**config.mk**
```make
export PLATFORM = sky130hd
export DESIGN_NAME = parking_gate_arbiter_flat
export DESIGN_NICKNAME = d
export VERILOG_FILES = /design/src/rtl/parking_gate_arbiter_pkg.sv /design/src/rtl/parking_gate_arbiter_if.sv /design/src/rtl/parking_gate_arbiter_gate_timer.sv /design/src/rtl/parking_gate_arbiter.sv /design/src/flat_wrapper.sv
export SDC_FILE = /design/constraint.sdc
export NUM_CORES = 1
export LEC_CHECK = 0
export BUFFER_PORTS_ARGS = -buffer_cell sky130_fd_sc_hd__buf_2
export CAP_MARGIN = 5
export CORE_MARGIN = 8
export CORE_UTILIZATION = 42
export DETAILED_ROUTE_END_ITERATION = 10
export PLACE_DENSITY = 0.6
export SLEW_MARGIN = 20
export SYNTH_ARGS = -nofsm -noshare
export SYNTH_HDL_FRONTEND = slang
export SYNTH_SLANG_ARGS = --single-unit
```
**constraint.sdc**
```tcl
create_clock -name clk -period 5.3 [get_ports clk]
set_input_delay 0 -clock clk [delete_from_list [all_inputs] [get_ports clk]]
set_output_delay 0 -clock clk [all_outputs]
set_load 0.05 [all_outputs]
```
**src/rtl/parking_gate_arbiter_pkg.sv**
```systemverilog
// parking_pkg: shared definitions for the parking gate arbiter slice.
//   - gate_state_e : arbiter FSM encoding (IDLE / OPEN / GAP)
//   - DIR_ENTRY / DIR_EXIT : encoding of gate_dir / last grant direction
//   - *_DEF : default lot size and timing (40 MHz system clock)
package parking_pkg;

    typedef enum logic [1:0] {
        ST_IDLE = 2'd0,
        ST_OPEN = 2'd1,
        ST_GAP  = 2'd2
    } gate_state_e;

    localparam logic DIR_ENTRY = 1'b1;
    localparam logic DIR_EXIT  = 1'b0;

    localparam int CAPACITY_DEF    = 8;
    localparam int OCC_W_DEF       = 4;
    localparam int OPEN_CYCLES_DEF = 120_000_000;  // 3 s
    localparam int GAP_CYCLES_DEF  = 20_000_000;   // 0.5 s
    localparam int TMR_W_DEF       = 27;

endpackage

```
**src/rtl/parking_gate_arbiter_if.sv**
```systemverilog
// parking_gate_arbiter_if: request/status bundle between the button
// debouncers (master) and the gate arbiter (slave).
//   entry_pulse, exit_pulse : 1-cycle requests from the debouncers
//   gate_open, gate_dir     : barrier command and direction of last grant
//   occupancy, full, empty  : lot fill state
//   busy                    : arbiter not idle
//   reject_pulse            : 1-cycle notice that a request was dropped
interface parking_gate_arbiter_if
    import parking_pkg::*;
#(
    parameter int OCC_W = OCC_W_DEF
);
    logic             entry_pulse;
    logic             exit_pulse;
    logic             gate_open;
    logic             gate_dir;
    logic [OCC_W-1:0] occupancy;
    logic             full;
    logic             empty;
    logic             busy;
    logic             reject_pulse;

    modport master (
        output entry_pulse, exit_pulse,
        input  gate_open, gate_dir, occupancy, full, empty, busy, reject_pulse
    );

    modport slave (
        input  entry_pulse, exit_pulse,
        output gate_open, gate_dir, occupancy, full, empty, busy, reject_pulse
    );
endinterface

```
**src/rtl/parking_gate_arbiter_gate_timer.sv**
```systemverilog
// gate_timer: loadable down-counter shared by the OPEN and GAP phases.
//   clk, reset : clock, async active-low reset
//   load       : load load_val this cycle (takes priority over count)
//   load_val   : value to load
//   count      : decrement by one; holds at zero
//   zero       : counter currently at zero
module gate_timer
    import parking_pkg::*;
#(
    parameter int TMR_W = TMR_W_DEF
) (
    input  logic             clk,
    input  logic             reset,
    input  logic             load,
    input  logic [TMR_W-1:0] load_val,
    input  logic             count,
    output logic             zero
);
    logic [TMR_W-1:0] cnt_q, cnt_d;

    assign zero = (cnt_q == '0);

    always_comb begin
        cnt_d = cnt_q;
        if (load)
            cnt_d = load_val;
        else if (count && !zero)
            cnt_d = cnt_q - TMR_W'(1);
    end

    always_ff @(posedge clk or negedge reset) begin
        if (!reset) cnt_q <= '0;
        else        cnt_q <= cnt_d;
    end
endmodule

```
**src/rtl/parking_gate_arbiter.sv**
```systemverilog
// parking_gate_arbiter: shares the single barrier between entry and exit
// requesters, tracks occupancy and drops impossible requests.
//   clk    : system clock
//   reset  : asynchronous, active-low reset
//   bus    : slave side of parking_gate_arbiter_if (requests in, gate and
//            lot status out)
// Requires 2**OCC_W > CAPACITY, OPEN_CYCLES >= 1, TMR_W wide enough for
// max(OPEN_CYCLES, GAP_CYCLES).
module parking_gate_arbiter
    import parking_pkg::*;
#(
    parameter int CAPACITY    = CAPACITY_DEF,
    parameter int OCC_W       = OCC_W_DEF,
    parameter int OPEN_CYCLES = OPEN_CYCLES_DEF,
    parameter int GAP_CYCLES  = GAP_CYCLES_DEF,
    parameter int TMR_W       = TMR_W_DEF
) (
    input  logic                   clk,
    input  logic                   reset,
    parking_gate_arbiter_if.slave  bus
);
    localparam logic [TMR_W-1:0] OPEN_LD = TMR_W'(OPEN_CYCLES - 1);
    localparam logic [TMR_W-1:0] GAP_LD  = (GAP_CYCLES > 0) ? TMR_W'(GAP_CYCLES - 1) : '0;
    localparam logic [OCC_W-1:0] CAP_V   = OCC_W'(CAPACITY);

    gate_state_e      state_q, state_d;
    logic             pend_in_q, pend_in_d;
    logic             pend_out_q, pend_out_d;
    logic             last_dir_q, last_dir_d;
    logic             granted_q, granted_d;   // any grant since reset
    logic [OCC_W-1:0] occ_q, occ_d;
    logic             reject_q, reject_d;

    logic             clr_in, clr_out;
    logic             win_entry;
    logic             full, empty;
    logic             tmr_load, tmr_zero, tmr_count;
    logic [TMR_W-1:0] tmr_val;

    assign full  = (occ_q == CAP_V);
    assign empty = (occ_q == '0);

    // A pulse landing on the same edge that clears its flag keeps it set.
    assign pend_in_d  = bus.entry_pulse | (pend_in_q  & ~clr_in);
    assign pend_out_d = bus.exit_pulse  | (pend_out_q & ~clr_out);

    assign tmr_count = (state_q != ST_IDLE);

    gate_timer #(.TMR_W(TMR_W)) u_timer (
        .clk      (clk),
        .reset    (reset),
        .load     (tmr_load),
        .load_val (tmr_val),
        .count    (tmr_count),
        .zero     (tmr_zero)
    );

    always_comb begin
        state_d    = state_q;
        last_dir_d = last_dir_q;
        granted_d  = granted_q;
        occ_d      = occ_q;
        reject_d   = 1'b0;
        clr_in     = 1'b0;
        clr_out    = 1'b0;
        tmr_load   = 1'b0;
        tmr_val    = OPEN_LD;
        win_entry  = 1'b0;

        unique case (state_q)
            ST_IDLE: begin
                if (pend_in_q || pend_out_q) begin
                    // Contested: exit has priority until an exit has been
                    // granted, then the side that did not go last wins.
                    if (pend_in_q && pend_out_q)
                        win_entry = granted_q && (last_dir_q == DIR_EXIT);
                    else
                        win_entry = pend_in_q;

                    if (win_entry) clr_in  = 1'b1;
                    else           clr_out = 1'b1;

                    if (win_entry ? full : empty) begin
                        reject_d = 1'b1;
                    end else begin
                        last_dir_d = win_entry ? DIR_ENTRY : DIR_EXIT;
                        granted_d  = 1'b1;
                        occ_d      = win_entry ? occ_q + OCC_W'(1) : occ_q - OCC_W'(1);
                        tmr_load   = 1'b1;
                        tmr_val    = OPEN_LD;
                        state_d    = ST_OPEN;
                    end
                end
            end
            ST_OPEN: begin
                if (tmr_zero) begin
                    if (GAP_CYCLES == 0) begin
                        state_d = ST_IDLE;
                    end else begin
                        tmr_load = 1'b1;
                        tmr_val  = GAP_LD;
                        state_d  = ST_GAP;
                    end
                end
            end
            ST_GAP: begin
                if (tmr_zero) state_d = ST_IDLE;
            end
            default: state_d = ST_IDLE;
        endcase
    end

    always_ff @(posedge clk or negedge reset) begin
        if (!reset) begin
            state_q    <= ST_IDLE;
            pend_in_q  <= 1'b0;
            pend_out_q <= 1'b0;
            last_dir_q <= DIR_EXIT;
            granted_q  <= 1'b0;
            occ_q      <= '0;
            reject_q   <= 1'b0;
        end else begin
            state_q    <= state_d;
            pend_in_q  <= pend_in_d;
            pend_out_q <= pend_out_d;
            last_dir_q <= last_dir_d;
            granted_q  <= granted_d;
            occ_q      <= occ_d;
            reject_q   <= reject_d;
        end
    end

    // gate_open follows the state so an async reset drops it at once.
    assign bus.gate_open    = (state_q == ST_OPEN);
    assign bus.gate_dir     = last_dir_q;
    assign bus.occupancy    = occ_q;
    assign bus.full         = full;
    assign bus.empty        = empty;
    assign bus.busy         = (state_q != ST_IDLE);
    assign bus.reject_pulse = reject_q;
endmodule
```
**src/flat_wrapper.sv**
```systemverilog
// flat-port wrapper written by rule: the top's interface ports become plain ports
module parking_gate_arbiter_flat import parking_pkg::*;
#(
    parameter int CAPACITY    = CAPACITY_DEF,
    parameter int OCC_W       = OCC_W_DEF,
    parameter int OPEN_CYCLES = OPEN_CYCLES_DEF,
    parameter int GAP_CYCLES  = GAP_CYCLES_DEF,
    parameter int TMR_W       = TMR_W_DEF
)
  (clk, reset, bus_entry_pulse, bus_exit_pulse, bus_gate_open, bus_gate_dir, bus_occupancy, bus_full, bus_empty, bus_busy, bus_reject_pulse);
  parking_gate_arbiter_if #(.OCC_W(OCC_W)) bus_i ();
  input  logic clk;
  input  logic reset;
  input wire logic [$bits(bus_i.entry_pulse)-1:0] bus_entry_pulse;
  input wire logic [$bits(bus_i.exit_pulse)-1:0] bus_exit_pulse;
  output wire logic [$bits(bus_i.gate_open)-1:0] bus_gate_open;
  output wire logic [$bits(bus_i.gate_dir)-1:0] bus_gate_dir;
  output wire logic [$bits(bus_i.occupancy)-1:0] bus_occupancy;
  output wire logic [$bits(bus_i.full)-1:0] bus_full;
  output wire logic [$bits(bus_i.empty)-1:0] bus_empty;
  output wire logic [$bits(bus_i.busy)-1:0] bus_busy;
  output wire logic [$bits(bus_i.reject_pulse)-1:0] bus_reject_pulse;
  assign bus_i.entry_pulse = bus_entry_pulse;
  assign bus_i.exit_pulse = bus_exit_pulse;
  assign bus_gate_open = bus_i.gate_open;
  assign bus_gate_dir = bus_i.gate_dir;
  assign bus_occupancy = bus_i.occupancy;
  assign bus_full = bus_i.full;
  assign bus_empty = bus_i.empty;
  assign bus_busy = bus_i.busy;
  assign bus_reject_pulse = bus_i.reject_pulse;
  parking_gate_arbiter #(.CAPACITY(CAPACITY), .OCC_W(OCC_W), .OPEN_CYCLES(OPEN_CYCLES), .GAP_CYCLES(GAP_CYCLES), .TMR_W(TMR_W)) u_core (.clk(clk), .reset(reset), .bus(bus_i));
endmodule
```
* Word level (Yosys, flattened, before mapping)
Index checks and enable logic that the tools add are counted.
Widths: inputs -> output; s select.
** Word-level totals
- Bits in registers :: 38
- Latch bits :: 0
- Output and inout port bits :: 10
- Memory bits (read-only) :: 0
- RAM bits :: 0
- Memories :: 0
** Operators by class
- Divide/modulo/power cells :: 0
- Order comparisons :: 0
- Add/sub/neg operators :: 3
- Bitwise logic cells :: 8
- Mux-type cells :: 27
- Reduce and logical (&&, ||, !) cells :: 12
- $mul :: 0
- Shifts and indexed selects :: 0
- Equality and inequality tests :: 7
** Operator list (number)
- $mux 27 :: 4
- $logic_not 27->1 :: 1
- $sub 27x1->27 const B :: 1
- $mux 1 :: 16
- $mux 2 :: 4
- $pmux 2 s3 :: 1
- $add 4x1->4 const B :: 1
- $eq 4x4->1 const B :: 1
- $logic_not 4->1 :: 1
- $mux 4 :: 1
- $ne 2x1->1 const B :: 2
- $ne 2x2->1 const B :: 2
- $not 1->1 :: 4
- $reduce_and 4->1 :: 1
- $reduce_bool 2->1 :: 2
- $sub 4x1->4 const B :: 1
- $logic_and 1x1->1 :: 3
- $reduce_and 3->1 :: 1
- $and 1x1->1 :: 2
- $eq 2x1->1 const B :: 1
- $eq 2x2->1 const B :: 1
- $logic_not 2->1 :: 1
- $or 1x1->1 :: 2
- $pmux 1 s2 :: 1
- 2 further kinds :: 2

* Depth between registers and ports, before layout
Gate-level depths: netlist of run 1.
- Depth after elaboration :: 11
- Gate-level depth with buffers :: 9
- Gate-level depth less buffers :: 9

* Modules after synthesis
From an unflattened synthesis of run 1, not the netlist that was laid out.
** Second synthesis, totals
- Cells, all modules :: 259
- Area, all modules :: 2388.5 µm²
** Modules (own cells, without submodules)
- gate_timer :: seq. area each 675.6 µm², times used 1, area each 1765.4 µm², cells each 192
- parking_gate_arbiter :: seq. area each 275.3 µm², times used 1, area each 623.1 µm², cells each 67

* Least setup slack after synthesis of run 1
OpenSTA, ideal clock, no wires.
- Path type :: reg-to-reg
- Start :: reg u_core.occ_q[0], in the netlist u_core.bus.occupancy[0]
- End :: reg u_core.u_timer.cnt_q[2]
- Period minus slack after synthesis :: 3840 ps
- Cell stages (with the launch flop) :: 7
- Arrival :: 3714 ps
- Library setup time :: 126 ps
- Setup slack :: 1460 ps
- Data required time :: 5174 ps
- Path through :: dfrtp_1 > nor4b_1 > o211ai_1 > o211ai_1 > a21bo_2 > buf_4 > a221o_1
** On the way
- Cells in the longest elaborated chain, start to end :: 6
- Elaborated cells on any way between the ends :: 8
** Ends and longest elaborated chain
- start, declared :: RTL line parking_gate_arbiter.sv:31 : logic [OCC_W-1:0] occ_q, occ_d;
- start signal, assigned :: RTL line parking_gate_arbiter.sv:120 : occ_q <= '0;
- start signal, assigned :: RTL line parking_gate_arbiter.sv:128 : occ_q <= occ_d;
- $eq 4x4->1 * :: RTL line parking_gate_arbiter.sv:40 : assign full = (occ_q == CAP_V);
- named net bus_full :: RTL line flat_wrapper.sv:19 : output wire logic [$bits(bus_i.full)-1:0] bus_full;
- $mux 1 * (2 in a row) :: RTL line parking_gate_arbiter.sv:83 : if (win_entry ? full : empty) begin
- $mux 1 * :: RTL line parking_gate_arbiter.sv:72 : if (pend_in_q || pend_out_q) begin
- $pmux 1 s2 * :: RTL line parking_gate_arbiter.sv:70 : unique case (state_q)
- $mux 27 / $reduce_bool 2->1 (equally long branches)
- end signal, assigned :: RTL line parking_gate_arbiter_gate_timer.sv:33 : else cnt_q <= cnt_d;
- end, declared :: RTL line parking_gate_arbiter_gate_timer.sv:19 : logic [TMR_W-1:0] cnt_q, cnt_d;
Mark *: on every way through the listed nets, which the timed path passes. The rest lies on a longest branch.
A chain may end at the register's enable or synchronous reset.

* Worst setup path in the final report of run 1
- Start :: reg u_core.u_timer.cnt_q[15]
- End :: reg u_core.u_timer.cnt_q[2]
** On the way
- Cells in the longest elaborated chain, start to end :: 4
- Elaborated cells on any way between the ends :: 7
** Ends and longest elaborated chain
- $logic_not 27->1 * :: RTL line parking_gate_arbiter_gate_timer.sv:21 : assign zero = (cnt_q == '0);
- $mux 1 / $logic_not 1->1 (equally long branches) :: RTL line parking_gate_arbiter.sv:96, parking_gate_arbiter_gate_timer.sv:27
- $pmux 1 s2 / $logic_and 1x1->1 (equally long branches) :: RTL line parking_gate_arbiter.sv:70, parking_gate_arbiter_gate_timer.sv:27
- $mux 27 / $reduce_bool 2->1 (equally long branches)
Mark *: on every way between the ends. The rest lies on a longest branch, timed or not.

==> results of run 1 <==
## how the worst max path moves through the flow
stage	startpoint	endpoint	depth (start not counted)
after global placement	u_core.u_timer.cnt_q[15]$_DFFE_PN0P_	u_core.u_timer.cnt_q[2]$_DFFE_PN0P_	6
after detailed placement	u_core.u_timer.cnt_q[15]$_DFFE_PN0P_	u_core.u_timer.cnt_q[2]$_DFFE_PN0P_	6
after floorplan	u_core.bus.occupancy[0]$_DFFE_PN0P_	u_core.u_timer.cnt_q[2]$_DFFE_PN0P_	6
after global routing	u_core.u_timer.cnt_q[15]$_DFFE_PN0P_	u_core.u_timer.cnt_q[12]$_DFFE_PN0P_	6
after CTS	u_core.u_timer.cnt_q[15]$_DFFE_PN0P_	u_core.u_timer.cnt_q[2]$_DFFE_PN0P_	6
final	u_core.u_timer.cnt_q[15]$_DFFE_PN0P_	u_core.u_timer.cnt_q[2]$_DFFE_PN0P_	6
## where the power goes
part	internal, mW	switching (mW)
combinational	0.163	0.290
clock	0.140	0.115
sequential	0.363	0.0852
## state kept, by name (all words and copies together), names as in the netlist
register / cells
u_core.u_timer.cnt_q: 27
u_core.bus.occupancy: 4
u_core.state_q: 2
u_core.bus.gate_dir: 1
u_core.bus.reject_pulse: 1
u_core.granted_q: 1
u_core.pend_in_q: 1
u_core.pend_out_q: 1
## repair_timing
item	in CTS	in global routing
resized for setup	0	0
endpoints found under the hold margin	40	0
hold buffers	3	0
## cell usage in the layout (no fill, tap or decap), types with 6 or more instances in the layout
cell / count
inv_1: 7
a21oi_1: 8
o31ai_1: 12
dfrtp_1: 38
nor2_1: 16
buf_2: 13
nor4_1: 6
o21ai_0: 17
nand3_1: 10
or4_2: 11
or3_1: 6
nor3_1: 7
nand2_1: 15
or4_1: 7
## cell usage after synthesis (4+ instances only)
cell and instances:
nand3_1 10, xor2_1 5, inv_1 7, a21oi_1 8, nand2_1 15, dfrtp_1 38
nor3_1 7, or3_1 6, or3_2 4, or4_1 7, nand2b_1 5, or4_2 11
o211ai_1 5, nor2_1 16, nor4_1 6, o31ai_1 12, o21ai_0 17
## through the flow
stage                     hold slack, ps  setup WS (ps)  total power [mW]  utilization [%]
final                                358           2250              1.16             47.6
after floorplan                     -296           1460             0.799                -
after global routing                 417           2070              1.24             47.6
after detailed placement             173           2240             0.909             44.8
after CTS                            390           2230              1.17             47.6
after global placement               161           2320             0.899             44.8
## layer usage
metal  up-vias  share of wire (%)  GRT usage [%]
met5         -                  0              0
met4         0                1.3           4.61
met3         7                3.6           3.06
met2        33                 48           22.7
met1       888                 47           18.8
li1        889                  -              -
## logic make-up (layout without fill, tap and decap cells)
family          count (synthesis)  in the layout  synth area share, %
compound gates                 56             56                 16.9
simple gates                  102            102                 28.1
mux                             1              1                0.508
flops                          38             38                 42.9
xor+xnor                        8              8                 3.16
buf+inv                        19             34                 5.87
fa+ha+maj                       4              4                 2.59
## area by class of cell
class | count | area share (%)
multi-input combinational | 171 | 46.7
sequential | 38 | 39.1
timing repair buffer | 19 | 4.83
tap | 70 | 3.60
clock buffer | 5 | 2.83
clock inverter | 3 | 1.85
inverter | 7 | 1.08
==> results.sh, run 1 <==
export IMPL_status="completed"
export IMPL_netlist_instances=228
export IMPL_irDropWorstVdd_mv=0.394
export IMPL_syn_num_nets=236
export IMPL_synth_enable_flop_cells=0
export IMPL_cts_root_buf="clkbuf_8"
export IMPL_yosys_warnings=0
export IMPL_numClockSinks=38
export IMPL_grt_max_degree=39
export IMPL_ys_types=49
export IMPL_diodes=0
export IMPL_yosysSeqAreaShare_pct=42.9
export IMPL_crit_path_end_kind="flip-flop"
export IMPL_fin_tns_setup_ps=0
export IMPL_max_slew_margin_pct=40.9
export IMPL_layout_cells_non_filler=313
export IMPL_slew_violations=0
export IMPL_first_pass_iters=5
export IMPL_leakagePower_nw=0.906
export IMPL_grt_pass1_vias=1769
export IMPL_ys_async_sr_fraction_pct=100
export IMPL_antenna_found_initial=0
export IMPL_drt_iter0_drc=79
export IMPL_ant_nets=0
export IMPL_cp_max_fo=21
export IMPL_grt_use_total_pct=14.3
export IMPL_cts_htree_levels=2
export IMPL_hold_class="input pin to asynchronous set/reset pin"
export IMPL_clock_path_buffers=2
export IMPL_grt_first_pass_wirelength_mm=8.74
export IMPL_n_fill_cell=489
export IMPL_cts_tree="built"
export IMPL_r2r_end="u_core.u_timer.cnt_q[2]$_DFFE_PN0P_"
export IMPL_place_gp_congestion=0.830
export IMPL_num_vias=1817
export IMPL_fp_dieH_um=88.7
export IMPL_path_class="flip-flop to flip-flop"
export IMPL_r2r_slack_ps=2250
export IMPL_slowest_stage="or4_1"
export IMPL_r2r_start="u_core.u_timer.cnt_q[15]$_DFFE_PN0P_"
export IMPL_period_needed_ps=3050
export IMPL_seq_area_sq_um=951
export IMPL_fmax_ghz=0.327
export IMPL_syn_area_per_cell_sq_um=9.73
export IMPL_synth_ff_type="dfrtp_1"
export IMPL_overflow=0
export IMPL_setup_violations=0
export IMPL_final_layout_size_suffix_gt1_share_pct=20.6
export IMPL_design_area_sq_um=2430
export IMPL_power_density_nw_per_um2=475
export IMPL_synthesis_area_sq_um=2220
export IMPL_cts_buffers=5
export IMPL_worstPathCellList="or4_1, or4_4, nor4b_4, buf_4, a21bo_2, a221o_1"
export IMPL_start_kind="flip-flop"
export IMPL_clkSlewWorstSetupHoldPaths_ps=80
export IMPL_clkLatencyLatePin_ps=300
export IMPL_totalWireLength_mm=5.08
export IMPL_synth_top_cell_area_share_pct=42.9
export IMPL_period_share_pct=57.6
export IMPL_placed_cells=302
export IMPL_crit_arrival_ps=3290
export IMPL_post_cts_setup_buffers=0
export IMPL_worst_pin_slew_ps=887
export IMPL_area_delta_synth_final_pct=9.70
export IMPL_maxCapViolCount=0
export IMPL_multi_input_area_sq_um=1140
export IMPL_io_buffers=13
export IMPL_crit_family="simple AND/OR/NAND/NOR gates"
export IMPL_num_rows=26
export IMPL_die_area_sq_um=7860
export IMPL_rsz0062_at_grt="false"
export IMPL_slowest_delay_ps=690
export IMPL_viasPerCell=5.81
export IMPL_dpl_cell_area_sq_um=2290
export IMPL_yosys_area_top_type="dfrtp_1"
export IMPL_drcViolationCount=0
export IMPL_finClkSkew_ps=6.96
export IMPL_wl_per_cell_um=16.2
export IMPL_fp_dieW_um=88.7
export IMPL_synth_seq_cells=38
export IMPL_start_util_pct=43.4
export IMPL_rr_worst_depth=6
export IMPL_cp_required_ps=5540
export IMPL_crit_buf_inv=1
export IMPL_core_area_sq_um=5110
export IMPL_hold_viol_final=0
export IMPL_nets=250
export IMPL_synthTopCellsByArea="dfrtp_1, or4_2, o31ai_1"
export IMPL_dpl_hpwl_mm=3.53
export IMPL_num_io_pins=14
(Power assumes the default switching activity.)
==> run 2, diff against run 1 <==
==> constraint.sdc (replaced) <==
create_clock -name clk -period 3.1 [get_ports clk]
set_input_delay 0 -clock clk [delete_from_list [all_inputs] [get_ports clk]]
set_output_delay 0 -clock clk [all_outputs]
set_load 0.05 [all_outputs]
==> results.sh, run 2 (same netlist as run 1, synthesis figures left out) <==
export IMPL_fp_dieW_um=88.7
export IMPL_cp_required_ps=3330
export IMPL_final_util_pct=49.4
export IMPL_post_cts_setup_buffers=0
export IMPL_viasPerCell=5.71
export IMPL_clkLatencyLatePin_ps=290
export IMPL_cts_root_buf="clkbuf_8"
export IMPL_largest_reg_flops=27
export IMPL_final_cell_mix="dfrtp_1, o21ai_0, nor2_1"
export IMPL_hold_viol_final=0
export IMPL_fp_dieH_um=88.7
export IMPL_status="completed"
export IMPL_start_util_pct=43.4
export IMPL_drt_iter0_drc=89
export IMPL_swShare_pct=40.5
export IMPL_path_class="flip-flop to flip-flop"
export IMPL_ctsHoldBuffers=3
export IMPL_p_sw_mw=0.843
export IMPL_crit_arrival_ps=2880
export IMPL_period_share_pct=85.6
export IMPL_cts_htree_levels=2
export IMPL_io_buffers=13
export IMPL_cts_resized=0
export IMPL_place_gp_congestion=0.813
export IMPL_top_usage_layer="met2"
export IMPL_wl_per_cell_um=15.9
export IMPL_hold_class="input pin to asynchronous set/reset pin"
export IMPL_die_area_sq_um=7860
export IMPL_cp_max_fo=19
export IMPL_num_vias=1827
export IMPL_grt_use_met2_pct=22.7
export IMPL_core_area_sq_um=5110
export IMPL_grt_use_total_pct=13.9
export IMPL_power_density_nw_per_um2=826
export IMPL_diodes=0
export IMPL_clockPowerShare_pct=24.6
export IMPL_maxCapViolCount=0
export IMPL_start_kind="flip-flop"
export IMPL_internal_power_mw=1.24
export IMPL_power_frac_seq_pct=37.2
export IMPL_top_register="u_core.u_timer.cnt_q"
export IMPL_nets=257
export IMPL_numClockSinks=38
export IMPL_final_common_cell="dfrtp_1"
export IMPL_period_needed_ps=2650
export IMPL_power_frac_comb_pct=38.2
export IMPL_crit_path_end_kind="flip-flop"
export IMPL_final_layout_size_suffix_gt1_share_pct=23.6
export IMPL_clock_path_buffers=2
export IMPL_max_slew_margin_pct=40.9
export IMPL_worst_pin_slew_ps=887
export IMPL_cts_buffers=5
export IMPL_antenna_found_initial=0
export IMPL_first_pass_iters=4
export IMPL_dpl_hpwl_mm=3.52
export IMPL_totalWireLength_mm=5.09
export IMPL_drcViolationCount=0
export IMPL_grt_first_pass_wirelength_mm=8.49
export IMPL_leakagePower_nw=0.962
export IMPL_grtUsageMet1_pct=17.6
export IMPL_finClkSkew_ps=13.3
export IMPL_overflow=0
export IMPL_fin_tns_setup_ps=0
export IMPL_num_io_pins=14
export IMPL_grt_max_degree=39
export IMPL_slew_violations=0
export IMPL_clkSlewWorstSetupHoldPaths_ps=90
export IMPL_rsz0062_at_grt="false"
export IMPL_grt_pass1_vias=1729
export IMPL_n_fill_cell=495
export IMPL_fmax_ghz=0.377
export IMPL_setup_violations=0
export IMPL_num_rows=26
export IMPL_cts_tree="built"
export IMPL_area_delta_synth_final_pct=13.7
export IMPL_irDropWorstVdd_mv=0.608
export IMPL_grt_use_met3_pct=3.44
export IMPL_ant_nets=0
-- run 2: stage by stage --
step	std cells	hold WS (ps)	area, sq um	setup slack [ps]	power [mW]
floorplan	228	-296	2230	19.8	1.38
global placement	309	178	2350	492	1.57
detailed placement	309	176	2350	475	1.58
CTS	320	399	2520	449	2.10
global route	320	420	2520	349	2.22
finish	320	364	2520	447	2.08
-- run 2: critical path, stage by stage (launching register included) --
cell and delay [ps]:
dfrtp_1 400, or4_1 680, or4_4 510, nor4b_4 280, buf_4 270, a21bo_2 300
a221o_1 150
-- run 2: power by group through the flow --
stage | registers [mW] | clock network, mW | logic, mW
floorplan | 0.859 | 0 | 0.518
global placement | 0.778 | 0 | 0.794
detailed placement | 0.779 | 0 | 0.804
CTS | 0.772 | 0.522 | 0.808
global route | 0.798 | 0.543 | 0.879
finish | 0.774 | 0.513 | 0.796
-- run 2: worst paths after layout --
check / start / to / slack, ps / depth (start not counted)
max: u_core.u_timer.cnt_q[15]$_DFFE_PN0P_ / u_core.u_timer.cnt_q[2]$_DFFE_PN0P_ / 450 / 6
min: reset / u_core.bus.reject_pulse$_DFF_PN0_ / 360 / 2
max reg2reg: u_core.u_timer.cnt_q[15]$_DFFE_PN0P_ / u_core.u_timer.cnt_q[2]$_DFFE_PN0P_ / 450 / 6
min reg2reg: u_core.granted_q$_DFFE_PN0P_ / u_core.granted_q$_DFFE_PN0P_ / 470 / 1
max in group asynchronous: reset / u_core.u_timer.cnt_q[21]$_DFFE_PN0P_ / 2180 / 2
min in group clk: bus_entry_pulse / u_core.pend_in_q$_DFF_PN0_ / 420 / 3
-- run 2: per-layer routing --
metal	up-vias	wire length, um
met4	0	65
li1	896	-
met1	905	2500
met5	-	0
met3	4	154
met2	22	2370
-- run 2: cell type report --
type / count / area, sq um / area share (%)
Inverter: 7 / 26.3 / 1.04
Multi-Input combinational cell: 171 / 1150 / 45.6
Timing Repair Buffer: 26 / 170 / 6.75
Sequential cell: 38 / 951 / 37.7
Clock inverter: 3 / 68.8 / 2.73
Clock buffer: 5 / 68.8 / 2.73
Tap cell: 70 / 87.6 / 3.47
==> run 3, diff against run 2 <==
--- a/config.mk
+++ b/config.mk
@@ -10,7 +10,8 @@
 export CORE_MARGIN = 8
 export CORE_UTILIZATION = 42
 export DETAILED_ROUTE_END_ITERATION = 10
-export PLACE_DENSITY = 0.6
+export GPL_TIMING_DRIVEN = 0
+export PLACE_DENSITY_LB_ADDON = 0.1
 export SLEW_MARGIN = 20
 export SYNTH_ARGS = -nofsm -noshare
 export SYNTH_HDL_FRONTEND = slang
==> results.sh, run 3 (same netlist as run 1, synthesis figures left out) <==
export IMPL_grt_first_pass_wirelength_mm=9.32
export IMPL_cts_tree="built"
export IMPL_first_pass_iters=4
export IMPL_cp_required_ps=3290
export IMPL_dpl_hpwl_mm=3.73
export IMPL_grt_use_total_pct=15.5
export IMPL_clock_path_buffers=2
export IMPL_slowest_delay_ps=560
export IMPL_area_delta_synth_final_pct=13.7
export IMPL_clkSlewWorstSetupHoldPaths_ps=80
export IMPL_numClockSinks=38
export IMPL_period_share_pct=90.7
export IMPL_clockPowerShare_pct=21.4
export IMPL_num_vias=1853
export IMPL_power_mw=2.00
export IMPL_power_density_nw_per_um2=792
export IMPL_grt_max_degree=39
export IMPL_fp_dieH_um=88.7
export IMPL_cp_max_fo=10
export IMPL_crit_path_end_kind="flip-flop"
export IMPL_cts_buffers=5
export IMPL_dpl_cell_area_sq_um=2380
export IMPL_grt_pass1_vias=1804
export IMPL_fp_dieW_um=88.7
export IMPL_multi_input_area_sq_um=1150
export IMPL_slew_violations=0
export IMPL_place_gp_congestion=0.809
export IMPL_core_area_sq_um=5110
export IMPL_final_layout_size_suffix_gt1_share_pct=23.0
export IMPL_power_frac_seq_pct=38.6
export IMPL_slowest_stage="nor4b_4"
export IMPL_drt_met1_wl_mm=2.66
export IMPL_p_sw_mw=0.844
export IMPL_start_util_pct=43.4
export IMPL_met3_wirelength_um=173
export IMPL_fmax_ghz=0.356
export IMPL_crit_buf_inv=2
export IMPL_largest_reg_flops=27
export IMPL_num_io_pins=14
export IMPL_drcViolationCount=0
export IMPL_setup_violations=0
export IMPL_irDropWorstVdd_mv=0.534
export IMPL_status="completed"
export IMPL_diodes=0
export IMPL_antenna_found_initial=0
export IMPL_cts_resized=0
export IMPL_wl_per_cell_um=17.1
export IMPL_start_kind="flip-flop"
export IMPL_path_class="flip-flop to flip-flop"
export IMPL_cts_htree_levels=2
export IMPL_cts_root_buf="clkbuf_8"
export IMPL_ant_nets=0
export IMPL_drt_iter0_drc=99
export IMPL_seq_area_sq_um=951
export IMPL_fin_tns_setup_ps=0
export IMPL_clkLatencyLatePin_ps=300
export IMPL_swShare_pct=42.2
export IMPL_overflow=0
export IMPL_wl_met2_mm=2.58
export IMPL_finClkSkew_ps=2.45
export IMPL_viasPerCell=5.75
export IMPL_internal_power_mw=1.15
export IMPL_num_rows=26
export IMPL_maxCapViolCount=0
export IMPL_hold_class="input pin to asynchronous set/reset pin"
export IMPL_worstSetupStartpoint="u_core.u_timer.cnt_q[15]$_DFFE_PN0P_"
export IMPL_hold_viol_final=0
export IMPL_design_area_sq_um=2520
export IMPL_rsz0062_at_grt="false"
export IMPL_nets=259
export IMPL_n_fill_cell=505
export IMPL_top_register="u_core.u_timer.cnt_q"
export IMPL_crit_arrival_ps=3000
export IMPL_worstPathCellList="or4_1, buf_2, or4_4, nor4b_4, buf_6, nor3_1, a211o_1"
export IMPL_period_needed_ps=2810
export IMPL_leakagePower_nw=0.955
export IMPL_crit_family="simple AND/OR/NAND/NOR gates"
export IMPL_totalWireLength_mm=5.50
export IMPL_r2r_start="u_core.u_timer.cnt_q[15]$_DFFE_PN0P_"
export IMPL_top_layer="met4"
export IMPL_final_cell_mix="dfrtp_1, o21ai_0, nor2_1"
export IMPL_die_area_sq_um=7860
export IMPL_power_frac_comb_pct=40.0
export IMPL_max_slew_margin_pct=40.9
export IMPL_worst_pin_slew_ps=886
export IMPL_io_buffers=13
export IMPL_final_common_cell="dfrtp_1"
==> run 3: final timing paths <==
path	to	slack, ps	cells after the start
worst min-delay path	u_core.u_timer.cnt_q[3]$_DFFE_PN0P_	360	2
worst min register to register	u_core.granted_q$_DFFE_PN0P_	460	1
max in group asynchronous	u_core.u_timer.cnt_q[14]$_DFFE_PN0P_	2190	2
min in group clk	u_core.pend_out_q$_DFF_PN0_	420	3
worst max-delay path	u_core.u_timer.cnt_q[7]$_DFFE_PN0P_	290	7
worst max register to register	u_core.u_timer.cnt_q[7]$_DFFE_PN0P_	290	7
==> run 3: metrics by stage <==
step	setup WS (ps)	hold slack, ps	cells	utilization (%)
after CTS	275	388	322	49.4
after floorplan	19.8	-296	228	-
after detailed placement	311	165	311	46.7
after global routing	167	421	322	49.4
final	288	360	322	49.4
after global placement	282	173	311	46.7
==> run 3: area by class of cell <==
type                            count  share of cell area [%]
Multi-Input combinational cell    171                    45.6
Sequential cell                    38                    37.7
Buffer                             12                    4.12
Timing Repair Buffer               16                    3.77
Tap cell                           70                    3.47
Clock buffer                        5                    2.73
Clock inverter                      3                    1.59
Inverter                            7                    1.04
==> run 3: per-layer routing <==
metal	vias to the layer above	track usage (%)
met5	-	0
met3	9	2.79
li1	905	-
met1	912	20.5
met4	0	6.14
met2	27	24.2
==> run 3: worst reg2reg max path, delay by kind of cell (launching register included) <==
kind	cells	cell delay (ps)
buffers and inverters	2	420
and+or+nand+nor	4	1620
AOI/OAI and AO/OA	1	260
DFF	1	410
==> run 3: repair_timing <==
action                                 in CTS  in global routing
buffers inserted                            0                  0
hold buffers                                3                  0
endpoints found under the hold margin      40                  0
==> run 3: power by group through the flow <==
| stage | clock network (mW) | logic, mW | registers, mW |
|---|---|---|---|
| floorplan | 0 | 0.518 | 0.859 |
| global placement | 0 | 0.795 | 0.777 |
| detailed placement | 0 | 0.802 | 0.780 |
| CTS | 0.441 | 0.810 | 0.770 |
| global route | 0.460 | 0.891 | 0.795 |
| finish | 0.428 | 0.800 | 0.770 |
